===== config.mk =====
export PLATFORM = sky130hd
export DESIGN_NAME = softmax_latency_responder
export DESIGN_NICKNAME = d
export VERILOG_FILES = /design/src/rtl/softmax_pkg.sv /design/src/rtl/latency_counter.sv /design/src/rtl/softmax_latency_responder.sv
export SDC_FILE = /design/constraint.sdc
export NUM_CORES = 1
export LEC_CHECK = 0
export ABC_AREA = 1
export CAP_MARGIN = 10
export CORE_MARGIN = 2
export CORE_UTILIZATION = 28
export DETAILED_ROUTE_END_ITERATION = 6
export PLACE_DENSITY = 0.47
export SLEW_MARGIN = 20
export SYNTH_ARGS = -nofsm -noshare
export SYNTH_HDL_FRONTEND = slang
export SYNTH_SLANG_ARGS = --single-unit

===== constraint.sdc =====
create_clock -name clk -period 1 [get_ports clk]
set_input_delay 0.1 -clock clk [delete_from_list [all_inputs] [get_ports clk]]
set_output_delay 0.1 -clock clk [all_outputs]
set_load 0.02 [all_outputs]

===== src/rtl/softmax_pkg.sv =====
// Shared constants for the softmax responder: vector length, address width, stage latencies.
// Latency: n/a (package only).
// Backpressure: n/a (package only).
package softmax_pkg;

  localparam int TOTAL_VALUES = 1024;
  localparam int ADDR_W       = 10;
  localparam int EXPO_LAT     = 18;
  localparam int ACC_LAT      = 12;
  localparam int RECI_LAT     = 28;
  localparam int MULTI_LAT    = 8;

  // Bits needed to hold a count of 0..lat without wrapping.
  function automatic int cnt_width(input int lat);
    return (lat < 1) ? 1 : $clog2(lat + 1);
  endfunction

endpackage


===== src/rtl/latency_counter.sv =====
// Counts consecutive enable cycles and strobes done on the LAT-th one.
// Latency: done is combinational from the count register, high in the LAT-th en-high cycle.
// Backpressure: none; dropping en aborts the window and clears the count.
module latency_counter
  import softmax_pkg::*;
#(
  parameter int LAT = 8
) (
  input  logic clk,
  input  logic rst,
  input  logic en,
  output logic done
);

  localparam int CW = cnt_width(LAT);
  localparam logic [CW-1:0] LAST_CNT = CW'(LAT - 1);

  logic [CW-1:0] count;

  // With LAT=1 LAST_CNT is 0, so done follows en every cycle.
  assign done = en && (count == LAST_CNT);

  // Count while enabled; restart on done so a held enable yields one pulse per LAT cycles.
  always_ff @(posedge clk or negedge rst) begin
    if (!rst) begin
      count <= '0;
    end else if (!en || done) begin
      count <= '0;
    end else begin
      count <= count + 1'b1;
    end
  end

endmodule


===== src/rtl/softmax_latency_responder.sv =====
// Responder for the softmax control FSM: four stage latency counters and two RAM read address generators.
// Latency: done strobes in the L-th en-high cycle; addresses advance one per enable cycle, registered.
// Backpressure: none; the FSM paces everything through level enables.
module softmax_latency_responder
  import softmax_pkg::*;
#(
  parameter int TOTAL_VALUES_P = TOTAL_VALUES,
  parameter int ADDR_W_P       = ADDR_W,
  parameter int EXPO_LAT_P     = EXPO_LAT,
  parameter int ACC_LAT_P      = ACC_LAT,
  parameter int RECI_LAT_P     = RECI_LAT,
  parameter int MULTI_LAT_P    = MULTI_LAT
) (
  input  logic                clk,
  input  logic                rst,
  input  logic                expo_latency_cnt_en,
  output logic                expo_latency_cnt_done,
  input  logic                acc_latency_cnt_en,
  output logic                acc_latency_cnt_done,
  input  logic                reci_latency_cnt_en,
  output logic                reci_latency_cnt_done,
  input  logic                multi_latency_cnt_en,
  output logic                multi_latency_cnt_done,
  input  logic                addr_gen1_en,
  output logic [ADDR_W_P-1:0] ram1_addr,
  output logic                ram1_last,
  input  logic                addr_gen2_en,
  output logic [ADDR_W_P-1:0] ram2_addr,
  output logic                ram2_last
);

  localparam logic [ADDR_W_P-1:0] LAST_ADDR = ADDR_W_P'(TOTAL_VALUES_P - 1);

  latency_counter #(.LAT(EXPO_LAT_P)) u_expo_cnt (
    .clk  (clk),
    .rst  (rst),
    .en   (expo_latency_cnt_en),
    .done (expo_latency_cnt_done)
  );

  latency_counter #(.LAT(ACC_LAT_P)) u_acc_cnt (
    .clk  (clk),
    .rst  (rst),
    .en   (acc_latency_cnt_en),
    .done (acc_latency_cnt_done)
  );

  latency_counter #(.LAT(RECI_LAT_P)) u_reci_cnt (
    .clk  (clk),
    .rst  (rst),
    .en   (reci_latency_cnt_en),
    .done (reci_latency_cnt_done)
  );

  latency_counter #(.LAT(MULTI_LAT_P)) u_multi_cnt (
    .clk  (clk),
    .rst  (rst),
    .en   (multi_latency_cnt_en),
    .done (multi_latency_cnt_done)
  );

  // Input-RAM read address: wrap after the last element and flag it until the next pass starts.
  always_ff @(posedge clk or negedge rst) begin
    if (!rst) begin
      ram1_addr <= '0;
      ram1_last <= 1'b0;
    end else if (addr_gen1_en) begin
      ram1_addr <= (ram1_addr == LAST_ADDR) ? '0 : ram1_addr + 1'b1;
      ram1_last <= (ram1_addr == LAST_ADDR);
    end
  end

  // Exponent-RAM read address: same scheme, advanced independently of the input RAM.
  always_ff @(posedge clk or negedge rst) begin
    if (!rst) begin
      ram2_addr <= '0;
      ram2_last <= 1'b0;
    end else if (addr_gen2_en) begin
      ram2_addr <= (ram2_addr == LAST_ADDR) ? '0 : ram2_addr + 1'b1;
      ram2_last <= (ram2_addr == LAST_ADDR);
    end
  end

endmodule


==> results of run 1 <==
==> cells by family after synthesis <==
family / synth area share (%)
adders and majority gates: 4.39
DFF: 50.2
xor gates and xnor gates: 4.83
AOI/OAI and AO/OA: 2.63
and+or+nand+nor: 30.8
buffers and inverters: 7.15
==> through the flow <==
stage	total power (W)	cells
6_report	0.00612	449
3_3_place_gp	0.00435	421
5_1_grt	0.00653	449
4_1_cts	0.00584	442
2_1_floorplan	0.00328	247
3_5_place_dp	0.00437	421
==> worst min path at each step <==
stage / start / endpoint / slack [ns] / cells past startpoint
global route: rst / ram1_last / 0.33 / 3
detailed placement: rst / u_multi_cnt.count[3] / 0.09 / 2
CTS: rst / ram1_last / 0.31 / 3
finish: rst / ram1_last / 0.31 / 3
global placement: rst / u_multi_cnt.count[3] / 0.09 / 2
floorplan: rst / ram1_addr[0] / -0.20 / 0
==> critical path, stage by stage (launching register included) <==
cell	delay (ns)
sky130_fd_sc_hd__dfrtp_1	0.36
sky130_fd_sc_hd__ha_2	0.20
sky130_fd_sc_hd__nand2_2	0.08
sky130_fd_sc_hd__nor3b_4	0.18
sky130_fd_sc_hd__buf_6	0.14
==> per-layer routing <==
| metal | global-route usage (%) | vias to the layer above |
|---|---|---|
| met5 | 0 | - |
| met4 | 3.31 | 0 |
| met3 | 3.17 | 4 |
| met2 | 21.9 | 24 |
| met1 | 16.6 | 867 |
| li1 | - | 974 |
==> sequential cells by signal, indices dropped and copies added, names as in the netlist <==
signal,flops
ram1_addr,10
ram2_addr,10
u_expo_cnt.count,5
u_reci_cnt.count,5
u_acc_cnt.count,4
u_multi_cnt.count,4
ram1_last,1
ram2_last,1
==> cell type report <==
cell class / instances / area share, %
clock buffer: 8 / 2.53
sequential: 40 / 28.6
timing repair buffer: 99 / 25.0
inverter: 36 / 3.87
tap: 96 / 3.38
multi-input combinational: 170 / 36.6
==> report_power, final <==
group,switching (W),leakage (nW),total (W),internal [W]
sequential,0.000433,0.483,0.00237,0.00194
combinational,0.00130,1.19,0.00266,0.00135
clock,0.000530,0.0455,0.00109,0.000563
total,0.00227,1.72,0.00612,0.00385
==> what timing repair did <==
item                       CTS  global route
hold buffers                 1             0
hold endpoints to repair    40             0
buffers inserted            14            11
setup endpoints to repair   62            61
resized for setup          181            75
pin swaps                   32            32
==> cell usage in the layout, fill, tap and decap left out, drive strengths merged <==
| cell type | n |
|---|---|
| buf | 92 |
| nand2 | 62 |
| nor2 | 47 |
| dfrtp | 40 |
| inv | 36 |
| nand3 | 20 |
| xor2 | 9 |
| clkbuf | 8 |
| ha | 7 |
| clkdlybuf4s50 | 6 |
| nand4 | 5 |
| a21oi | 5 |
| or2 | 4 |
| o21ai | 4 |
| nand3b | 2 |
| xnor2 | 2 |
| nor3b | 1 |
| nor3 | 1 |
| o21bai | 1 |
| dlygate4sd3 | 1 |
==> results.rst, run 1 <==
.. list-table::
   :header-rows: 1

   * - Metric
     - Value
   * - Outcome
     - finished, violations left
   * - Failing checks
     - setup timing
   * - Unrepaired setup endpoints after global routing
     - true
   * - Vias in the first global route
     - between 1500 and 2000
   * - Number of nets in the synthesized netlist
     - approximately 260
   * - Root Buffer Master
     - sky130_fd_sc_hd__clkbuf_8
   * - R2r startpoint
     - u_reci_cnt.count[1]
   * - Share of the synthesized area in the top cell type
     - approximately 50%
   * - Worst IR Drop VDD
     - 0.00107 V
   * - Antenna diode instance count
     - 0
   * - Required time of the critical path
     - approximately 0.90 ns
   * - Area Overhead vs Synth
     - 78.4%
   * - Post-route ant nets
     - 0
   * - Post-route DRC
     - 0
   * - Register bit total from synthesis
     - 40
   * - Synth Cell Area
     - ~0.0020 mm2
   * - Full die area
     - between 0.007 and 0.008 mm2
   * - Net count, final
     - 367
   * - Time the final worst path needs with I/O delays and setup
     - between 1 and 1.5 ns
   * - Via count normalized by instance count
     - 4.16
   * - Routability Congestion
     - between 0.7 and 0.8
   * - Number of endpoints with negative hold slack in the final report
     - 0
   * - Via total after detailed routing
     - ~1900
   * - Wire length of the first global-routing pass
     - between 7000 and 8000 um
   * - Critical path launch point type
     - flop
   * - Uppermost layer routed
     - met4
   * - Flip-flop and latch area
     - 0.00102 mm2
   * - Summed area of non-filler cells in the final layout
     - 0.00356 mm2
   * - Placed Area
     - about 0.0029 mm2
   * - Critical path fanouts, max
     - 3
   * - Clk slew on worst S/H paths
     - 0.08 ns
   * - Count of maximum capacitance violations
     - 0
   * - Total Negative Setup Slacks
     - -4.71 ns
   * - Detail Route met2 WL
     - approximately 2500 um
   * - Ys async rst share
     - 100%
   * - List of most frequent post-synthesis cells
     - 61 x sky130_fd_sc_hd__nand2_1, 44 x sky130_fd_sc_hd__nor2_1, 40 x sky130_fd_sc_hd__dfrtp_1
   * - Predominant post-synthesis flop cell
     - sky130_fd_sc_hd__dfrtp_1
   * - R2r endpoint
     - u_reci_cnt.count[2]
   * - Dominant cell by count in the synthesized netlist
     - sky130_fd_sc_hd__nand2_1
   * - Final critical-path share of the clock period
     - 134%
   * - Width of the die
     - 88.4 um
   * - WS Path Type
     - flop to output port
   * - Final WL
     - approximately 4700 um
   * - Count of input and output buffers
     - 33
   * - 1st-pass router iterations
     - 4
   * - WL/cell
     - ~11 um
   * - Number of flops mapped to enable cells by yosys
     - 0
   * - Maximum clock skew at final layout
     - 0.0131 ns
   * - Highest clock rate
     - about 0.75 GHz
   * - Setup slack after placement
     - -0.516 ns
   * - Initial antenna violation count
     - 0
   * - Count of mapped cells out of synthesis
     - approximately 250
   * - HP Class
     - primary input to asynchronous set/reset pin
   * - Height of the die
     - between 80 and 90 um
   * - Share of cells above drive strength 1
     - a little under three fifths
   * - Power density relative to cell area
     - around 1700 mW/mm2
   * - Final-layout fill cell count
     - about 680
   * - Clock tree from TritonCTS
     - built
   * - Number of H-tree levels
     - 2
   * - Post-layout utilization of the core
     - between 50% and 60%
   * - Number of buffers on the longest clock path
     - 2
   * - Transition time at the pin with the least slew margin
     - 0.261 ns
   * - Leakage
     - about 1.7 nW
   * - Number of buffers created by CTS
     - 5
   * - CP endpoint kind
     - output port
   * - Synth area leader
     - sky130_fd_sc_hd__dfrtp_1
   * - Number of distinct library cells after synthesis
     - 21
   * - Number of top-level pins
     - 34
   * - Initial core utilization
     - between 20% and 30%
   * - Metal3 WL
     - between 100 and 150 um
   * - Normalized max-slew margin
     - a little over 80%
   * - End point of the critical path
     - multi_latency_cnt_done
   * - Setup slack after layout
     - -0.340 ns
   * - Syn Area/Cell
     - around 8.1 um2
   * - Number of cells on the worst reg-to-reg path
     - 5
   * - Area of the multi-input gates
     - approximately 0.0013 mm2
   * - Total global-route track usage
     - between 10% and 20%
   * - Total count of max-transition violations in the final report
     - 0
   * - Clock sink count
     - 40
   * - Cell Rows
     - 30
   * - Maximum number of pins on one net before global-route repair
     - between 40 and 50
   * - Worst hold margin
     - approximately 0.31 ns
   * - Largest cells by area after synthesis
     - sky130_fd_sc_hd__dfrtp_1 50%, sky130_fd_sc_hd__nand2_1 11%, sky130_fd_sc_hd__nor2_1 8.3%
   * - Proportion of synthesized chip area in sequential cells
     - 50.2%
   * - Global-route congestion overflow total
     - 0
   * - Final Setup Violations
     - 40
   * - Setup crit start
     - u_multi_cnt.count[0]
   * - Slack of the worst reg-to-reg path
     - -0.22 ns
   * - Dpl hpwl
     - 3230 um
   * - Initial DRC Count
     - between 50 and 60
   * - Clock network latency to the later pin of the worst-skew pair
     - about 0.29 ns
   * - Number of warning messages in the yosys log
     - 0
   * - Placeable core area
     - 0.00683 mm2
   * - Crit path DAT
     - 1.24 ns
   * - Met1 routed wirelength after detailed routing
     - roughly 2100 um
Power figures use the tool's default switching activity.
==> inputs of run 2 (changes only) <==
CELL_PAD_IN_SITES_DETAIL_PLACEMENT = 0   (was default)
CELL_PAD_IN_SITES_GLOBAL_PLACEMENT = 1   (was default)
PLACE_DENSITY = 0.61   (was 0.47)
==> run 2 against run 1 <==
The flow still finishes with violations (setup timing). Clock power increased by 4%. Sequential share of layout area increased by 0.47 points. Sequential cell count unchanged. Sequential power about the same. Critical path type unchanged. Register-to-register slack improved by 0.03 ns. Core utilization decreased by 0.84 points. Maximum frequency increased by 0.82%. Cell count decreased by 0.67%. First-iteration DRC count decreased by 27%. Global-route usage increased by 0.30 points.
==> results.rst, run 2 (synthesis results as in run 1) <==
.. list-table::
   :header-rows: 1

   * - Metric
     - Value
   * - Outcome
     - finished, violations left
   * - Power density relative to cell area
     - 1790 mW/mm2 (+3.9%)
   * - Highest clock rate
     - 0.753 GHz (+0.82%)
   * - GRT met2 Usage
     - 23.7% (+1.7 points)
   * - Post-layout utilization of the core
     - 51.2% (-0.84 points)
   * - Leakage
     - 1.70 nW (-1.0%)
   * - Total count of max-transition violations in the final report
     - 0 (unchanged)
   * - Net count, final
     - 364 (-0.82%)
   * - Initial antenna violation count
     - 0 (unchanged)
   * - Number of buffers on the longest clock path
     - 2 (unchanged)
   * - Final WL
     - 4800 um (+1.3%)
   * - Crit path largest cell delay
     - 0.40 ns (+0.04 ns)
   * - Root Buffer Master
     - sky130_fd_sc_hd__clkbuf_8
   * - Global-route congestion overflow total
     - 0 (unchanged)
   * - Initial DRC Count
     - 38 (-27%)
   * - Maximum clock skew at final layout
     - 0.00917 ns (-0.00391 ns)
   * - Routability Congestion
     - 0.715 (-4.0%)
   * - Worst IR Drop VDD
     - 0.00112 V (+4.5%)
   * - CP endpoint kind
     - output port
   * - WL/cell
     - 10.8 um (+2.0%)
   * - Total global-route track usage
     - 13.3% (+0.30 points)
   * - Number of endpoints with negative hold slack in the final report
     - 0 (unchanged)
   * - Wire length of the first global-routing pass
     - 8090 um (+1.6%)
   * - Number of H-tree levels
     - 2 (unchanged)
   * - Normalized max-slew margin
     - 82.1% (-0.42 points)
   * - Transition time at the pin with the least slew margin
     - 0.267 ns (+0.00627 ns)
   * - Share of cells above drive strength 1
     - 55.1% (-1.2 points)
   * - Vias in the first global route
     - 1855 (+2.7%)
   * - Largest delay contributor family on the critical path
     - flip-flops
   * - Placeable core area
     - 0.00683 mm2 (unchanged)
   * - Count of maximum capacitance violations
     - 0 (unchanged)
   * - Total Negative Setup Slacks
     - -5.02 ns (-0.306 ns)
   * - Post-route ant nets
     - 0 (unchanged)
   * - Initial core utilization
     - 29.2% (unchanged)
   * - Maximum number of pins on one net before global-route repair
     - 33 (-20%)
   * - Setup slack after layout
     - -0.329 ns (+0.0109 ns)
   * - Unrepaired setup endpoints after global routing
     - true
   * - Global routing met3 resource utilization
     - 3.36% (+0.19 points)
   * - Number of buffer and inverter instances along the worst setup path
     - 1 (unchanged)
   * - Cell Rows
     - 30 (unchanged)
   * - Crit path DAT
     - 1.23 ns (about the same)
   * - Crit path cell chain
     - ha_4 -> nand2_4 -> nor3b_4 -> buf_6
   * - Most heavily used metal layer in global routing
     - met2
   * - Via count normalized by instance count
     - 4.21 (+1.1%)
   * - Commonest cells after routing, fill and taps aside
     - 45 x sky130_fd_sc_hd__buf_4, 42 x sky130_fd_sc_hd__nand2_1, 36 x sky130_fd_sc_hd__buf_6
   * - Final Setup Violations
     - 42 (+5.0%)
   * - Time the final worst path needs with I/O delays and setup
     - 1.33 ns (-0.0109 ns)
   * - Slowest stage cell on the critical path
     - sky130_fd_sc_hd__dfrtp_1
   * - Post-route DRC
     - 0 (unchanged)
   * - 1st-pass router iterations
     - 3 (-1)
   * - Number of top-level pins
     - 34 (unchanged)
   * - Via total after detailed routing
     - 1877 (+0.43%)
   * - Antenna diode instance count
     - 0 (unchanged)
   * - Critical path fanouts, max
     - 3 (unchanged)
   * - Clock sink count
     - 40 (unchanged)
   * - Width of the die
     - 88.4 um (unchanged)
   * - Failing checks
     - setup timing
   * - Clock network latency to the later pin of the worst-skew pair
     - 0.29 ns (about the same)
   * - WS Path Type
     - flop to output port
   * - Count of input and output buffers
     - 33 (unchanged)
   * - Dpl hpwl
     - 3380 um (+4.5%)
   * - Critical path launch point type
     - flop
   * - Area Overhead vs Synth
     - 75.5%
   * - HP Class
     - primary input to asynchronous set/reset pin
   * - Final critical-path share of the clock period
     - 133% (-1.1 points)
   * - Clock tree from TritonCTS
     - built
   * - Most common cell after layout, fill and taps aside
     - sky130_fd_sc_hd__buf_4
   * - Required time of the critical path
     - 0.90 ns (about the same)
   * - Final cell count without fillers
     - 446 (-0.67%)
   * - Total placed cells including tap cells
     - 420 (-0.24%)
   * - Height of the die
     - 88.4 um (unchanged)
   * - Biggest registers after layout
     - ram1_addr (10), ram2_addr (10)
   * - Clk slew on worst S/H paths
     - 0.08 ns (about the same)
   * - Full die area
     - 0.00781 mm2 (unchanged)
   * - Slack of the worst reg-to-reg path
     - -0.19 ns (+0.03 ns)
   * - Number of buffers created by CTS
     - 5 (unchanged)
   * - Worst hold margin
     - 0.214 ns (-0.0946 ns)
   * - Met1 track demand over resource in global routing
     - 15.8% (-0.85 points)
## run 2: cell types whose count changed in the layout (fill, tap and decap cells not counted), moves of 2 or more
| cell | delta |
|---|---|
| sky130_fd_sc_hd__nand2_8 | -2 |
| sky130_fd_sc_hd__nor2_4 | -3 |
| sky130_fd_sc_hd__buf_4 | -5 |
| sky130_fd_sc_hd__clkinvlp_4 | +2 |
| sky130_fd_sc_hd__nand2_1 | +2 |
| sky130_fd_sc_hd__clkbuf_1 | -2 |
| sky130_fd_sc_hd__nor2_2 | +2 |
## run 2: worst paths after layout
check | from | to | cells after the start
max | u_multi_cnt.count[0] | multi_latency_cnt_done | 4
min in group clk | acc_latency_cnt_en | u_acc_cnt.count[2] | 3
max in group asynchronous | rst | ram2_addr[5] | 3
max reg2reg | u_multi_cnt.count[0] | u_multi_cnt.count[3] | 6
min reg2reg | ram1_last | ram1_last | 2
min | rst | u_multi_cnt.count[3] | 2
## run 2: per-stage QoR
stage / instance area [um2] / setup slack, ns / total power [W]
final: 3500 / -0.329 / 0.00625
after global routing: 3500 / -0.410 / 0.00671
after CTS: 3230 / -0.368 / 0.00599
after detailed placement: 2880 / -0.538 / 0.00439
after global placement: 2880 / -0.498 / 0.00437
after floorplan: 2090 / -0.119 / 0.00328
## run 2: layer usage
metal,up-vias,routed length [um]
met5,-,0
met4,0,36
met3,4,151
met2,19,2490
met1,885,2120
li1,969,-
## run 2: area by class of cell
type	instances	area (um2)
clock buffer	6	82.6
multi-input combinational	170	1260
tap	96	120
fill	680	3330
clock inverter	2	15.0
inverter	36	138
timing repair buffer	96	868
sequential	40	1020
## run 2: power by group
group          switching, W  internal, W  total (W)
Combinational       0.00131      0.00145    0.00276
Clock              0.000575     0.000559    0.00113
Sequential         0.000433      0.00193    0.00236
## run 2: repair_timing
item / in CTS / in global routing
setup endpoints to repair: 62 / 59
pin swaps: 37 / 27
gates cloned: 0 / 0
resized for setup: 191 / 55
hold buffers: 1 / 0
hold endpoints to repair: 40 / 0
setup buffers: 9 / 11
==> inputs of run 3 (changes only) <==
CORE_MARGIN = 4   (was 2)
CTS_BUF_LIST = sky130_fd_sc_hd__clkbuf_4 sky130_fd_sc_hd__clkbuf_8   (was default)
==> run 3 against run 2 <==
The run still ends with setup timing left. Sequential power rose by 2%. Routed wire length rose by 0.94%. Die area rose by 9.3%. Critical endpoint unchanged. Core utilization barely moved. Maximum frequency fell by 1.7%.
==> results.rst, run 3 (synthesis results as in run 1) <==
.. list-table::
   :header-rows: 1

   * - Metric
     - Value
   * - Cell Rows
     - 30 (unchanged)
   * - Most common cell after layout, fill and taps aside
     - sky130_fd_sc_hd__buf_4
   * - Total global-route track usage
     - 11.6% (-1.6 points)
   * - Total count of max-transition violations in the final report
     - 0 (unchanged)
   * - Biggest registers after layout
     - ram1_addr (10), ram2_addr (10)
   * - WS Path Type
     - flop to output port
   * - Post-route ant nets
     - 0 (unchanged)
   * - Initial DRC Count
     - 36 (-5.3%)
   * - Wire length of the first global-routing pass
     - 8160 um (+0.94%)
   * - Total Negative Setup Slacks
     - -5.02 ns (-0.00828 ns)
   * - Sw power
     - 0.00235 W (+1.6%)
   * - Number of buffers on the longest clock path
     - 2 (unchanged)
   * - Clock network latency to the later pin of the worst-skew pair
     - 0.29 ns (about the same)
   * - Unrepaired setup endpoints after global routing
     - true
   * - Number of endpoints with negative hold slack in the final report
     - 0 (unchanged)
   * - Int Power
     - 0.00414 W (+5.3%)
   * - Critical path fanouts, max
     - 2 (-1)
   * - Critical path launch point type
     - flop
   * - Portion of total power attributed to sequential cells
     - 36.9% (-0.9 points)
   * - Net switching share of the total power
     - 36.2% (-0.83 points)
   * - Height of the die
     - 92.4 um (+4.5%)
   * - WL/cell
     - 10.9 um (+0.94%)
   * - Number of H-tree levels
     - 2 (unchanged)
   * - Area Overhead vs Synth
     - 76.5%
   * - Final critical-path share of the clock period
     - 135% (+2.3 points)
   * - HP Class
     - primary input to asynchronous set/reset pin
   * - Number of buffers created by CTS
     - 5 (unchanged)
   * - Routability Congestion
     - 0.726 (+1.5%)
   * - Final WL
     - 4850 um (+0.94%)
   * - Maximum clock skew at final layout
     - 0.00969 ns (+0.000524 ns)
   * - Placeable core area
     - 0.00687 mm2 (+0.55%)
   * - Leakage
     - 1.72 nW (+1.2%)
   * - Post-route DRC
     - 0 (unchanged)
   * - Failing checks
     - setup timing
   * - Width of the die
     - 92.4 um (+4.5%)
   * - Clock sink count
     - 40 (unchanged)
   * - Initial core utilization
     - 29.0% (-0.16 points)
   * - Clock tree from TritonCTS
     - built
   * - Count of maximum capacitance violations
     - 0 (unchanged)
   * - Count of input and output buffers
     - 33 (unchanged)
   * - Part of the power in combinational logic
     - 42.1% (-2.0 points)
   * - Worst IR Drop VDD
     - 0.00110 V (-1.8%)
   * - CP endpoint kind
     - output port
   * - Highest clock rate
     - 0.740 GHz (-1.7%)
   * - Commonest cells after routing, fill and taps aside
     - 48 x sky130_fd_sc_hd__buf_4, 41 x sky130_fd_sc_hd__nand2_1, 34 x sky130_fd_sc_hd__buf_6
   * - Normalized max-slew margin
     - 80.7% (-1.5 points)
   * - Vias in the first global route
     - 1874 (+1.0%)
   * - Summed area of non-filler cells in the final layout
     - 0.00352 mm2 (+0.54%)
   * - Final cell count without fillers
     - 446 (unchanged)
   * - Transition time at the pin with the least slew margin
     - 0.289 ns (+0.0218 ns)
   * - 1st-pass router iterations
     - 4 (+1)
   * - Share of cells above drive strength 1
     - 54.3% (-0.86 points)
   * - Setup slack after layout
     - -0.351 ns (-0.0225 ns)
   * - Crit path DAT
     - 1.25 ns (+0.02 ns)
   * - Time the final worst path needs with I/O delays and setup
     - 1.35 ns (+0.0225 ns)
   * - Setup slack after placement
     - -0.495 ns (+0.0428 ns)
   * - Number of top-level pins
     - 34 (unchanged)
   * - Clock Power Share
     - 21.0% (+2.9 points)
   * - Via count normalized by instance count
     - 4.20 (-0.21%)
   * - Antenna diode instance count
     - 0 (unchanged)
   * - Total placed cells including tap cells
     - 421 (+0.24%)
   * - Global-route congestion overflow total
     - 0 (unchanged)
   * - Clk slew on worst S/H paths
     - 0.09 ns (about the same)
   * - Root Buffer Master
     - sky130_fd_sc_hd__clkbuf_8
   * - Net count, final
     - 364 (unchanged)
   * - Initial antenna violation count
     - 0 (unchanged)
   * - Placed Area
     - 0.00288 mm2 (+0.26%)
   * - Post-layout utilization of the core
     - 51.2% (about the same)
   * - Maximum number of pins on one net before global-route repair
     - 41 (+24%)
   * - Full die area
     - 0.00854 mm2 (+9.3%)
   * - Outcome
     - finished, violations left
   * - Via total after detailed routing
     - 1873 (-0.21%)
   * - Required time of the critical path
     - 0.90 ns (about the same)
   * - Final Setup Violations
     - 43 (+2.4%)
   * - Dpl hpwl
     - 3180 um (-6.0%)
   * - Power density relative to cell area
     - 1850 mW/mm2 (+3.4%)
==> run 3: path summary, 6_finish.rpt <==
kind	start	endpoint	slack [ns]	depth (start not counted)
max in group asynchronous	rst	ram2_addr[5]	0.47	3
worst min-delay path	rst	ram2_addr[1]	0.31	3
worst min register to register	ram1_last	ram1_last	0.50	2
worst max-delay path	u_multi_cnt.count[1]	multi_latency_cnt_done	-0.35	4
min in group clk	expo_latency_cnt_en	u_expo_cnt.count[3]	0.46	3
worst max register to register	u_reci_cnt.count[0]	u_reci_cnt.count[2]	-0.26	5
==> run 3: power by group through the flow <==
stage	sequential, W	combinational (W)	clock [W]
floorplan	0.00258	0.000694	0
global placement	0.00234	0.00201	0
detailed placement	0.00233	0.00204	0
CTS	0.00238	0.00240	0.00142
global route	0.00245	0.00296	0.00150
finish	0.00240	0.00274	0.00137
==> run 3: repair_timing <==
item / 4_1_cts / 5_1_grt
endpoints found under the hold margin: 40 / 0
setup endpoints to repair: 63 / 62
hold buffers: 1 / 0
pin swaps: 38 / 33
resized for setup: 185 / 61
setup buffers: 8 / 12
==> run 3: layout make-up <==
class	instances	area, um2
Clock inverter	2	35.0
Inverter	36	138
Multi-Input combinational cell	170	1270
Tap cell	96	120
Clock buffer	6	76.3
Sequential cell	40	1020
Timing Repair Buffer	96	863
Fill cell	671	3350
==> run 3: critical path, cell delays in order (launching register included) <==
cell and delay [ns]:
sky130_fd_sc_hd__dfrtp_1 0.40, sky130_fd_sc_hd__ha_4 0.18, sky130_fd_sc_hd__nand2_4 0.07, sky130_fd_sc_hd__nor3b_4 0.18, sky130_fd_sc_hd__buf_6 0.14
==> run 3: through the flow <==
stage	hold slack, ns	total power (W)
after global placement	0.0957	0.00435
after CTS	0.294	0.00621
after detailed placement	0.0943	0.00437
after global routing	0.333	0.00691
after floorplan	-0.196	0.00328
final	0.306	0.00650
==> run 3: routing by layer <==
layer  vias to the layer above  part of all wire, %  track usage [%]
li1                        966                    -                -
met2                        21                   50             19.8
met5                         -                    0                0
met3                         6                  2.5             2.27
met1                       880                   46             14.7
met4                         0                  1.4             4.08
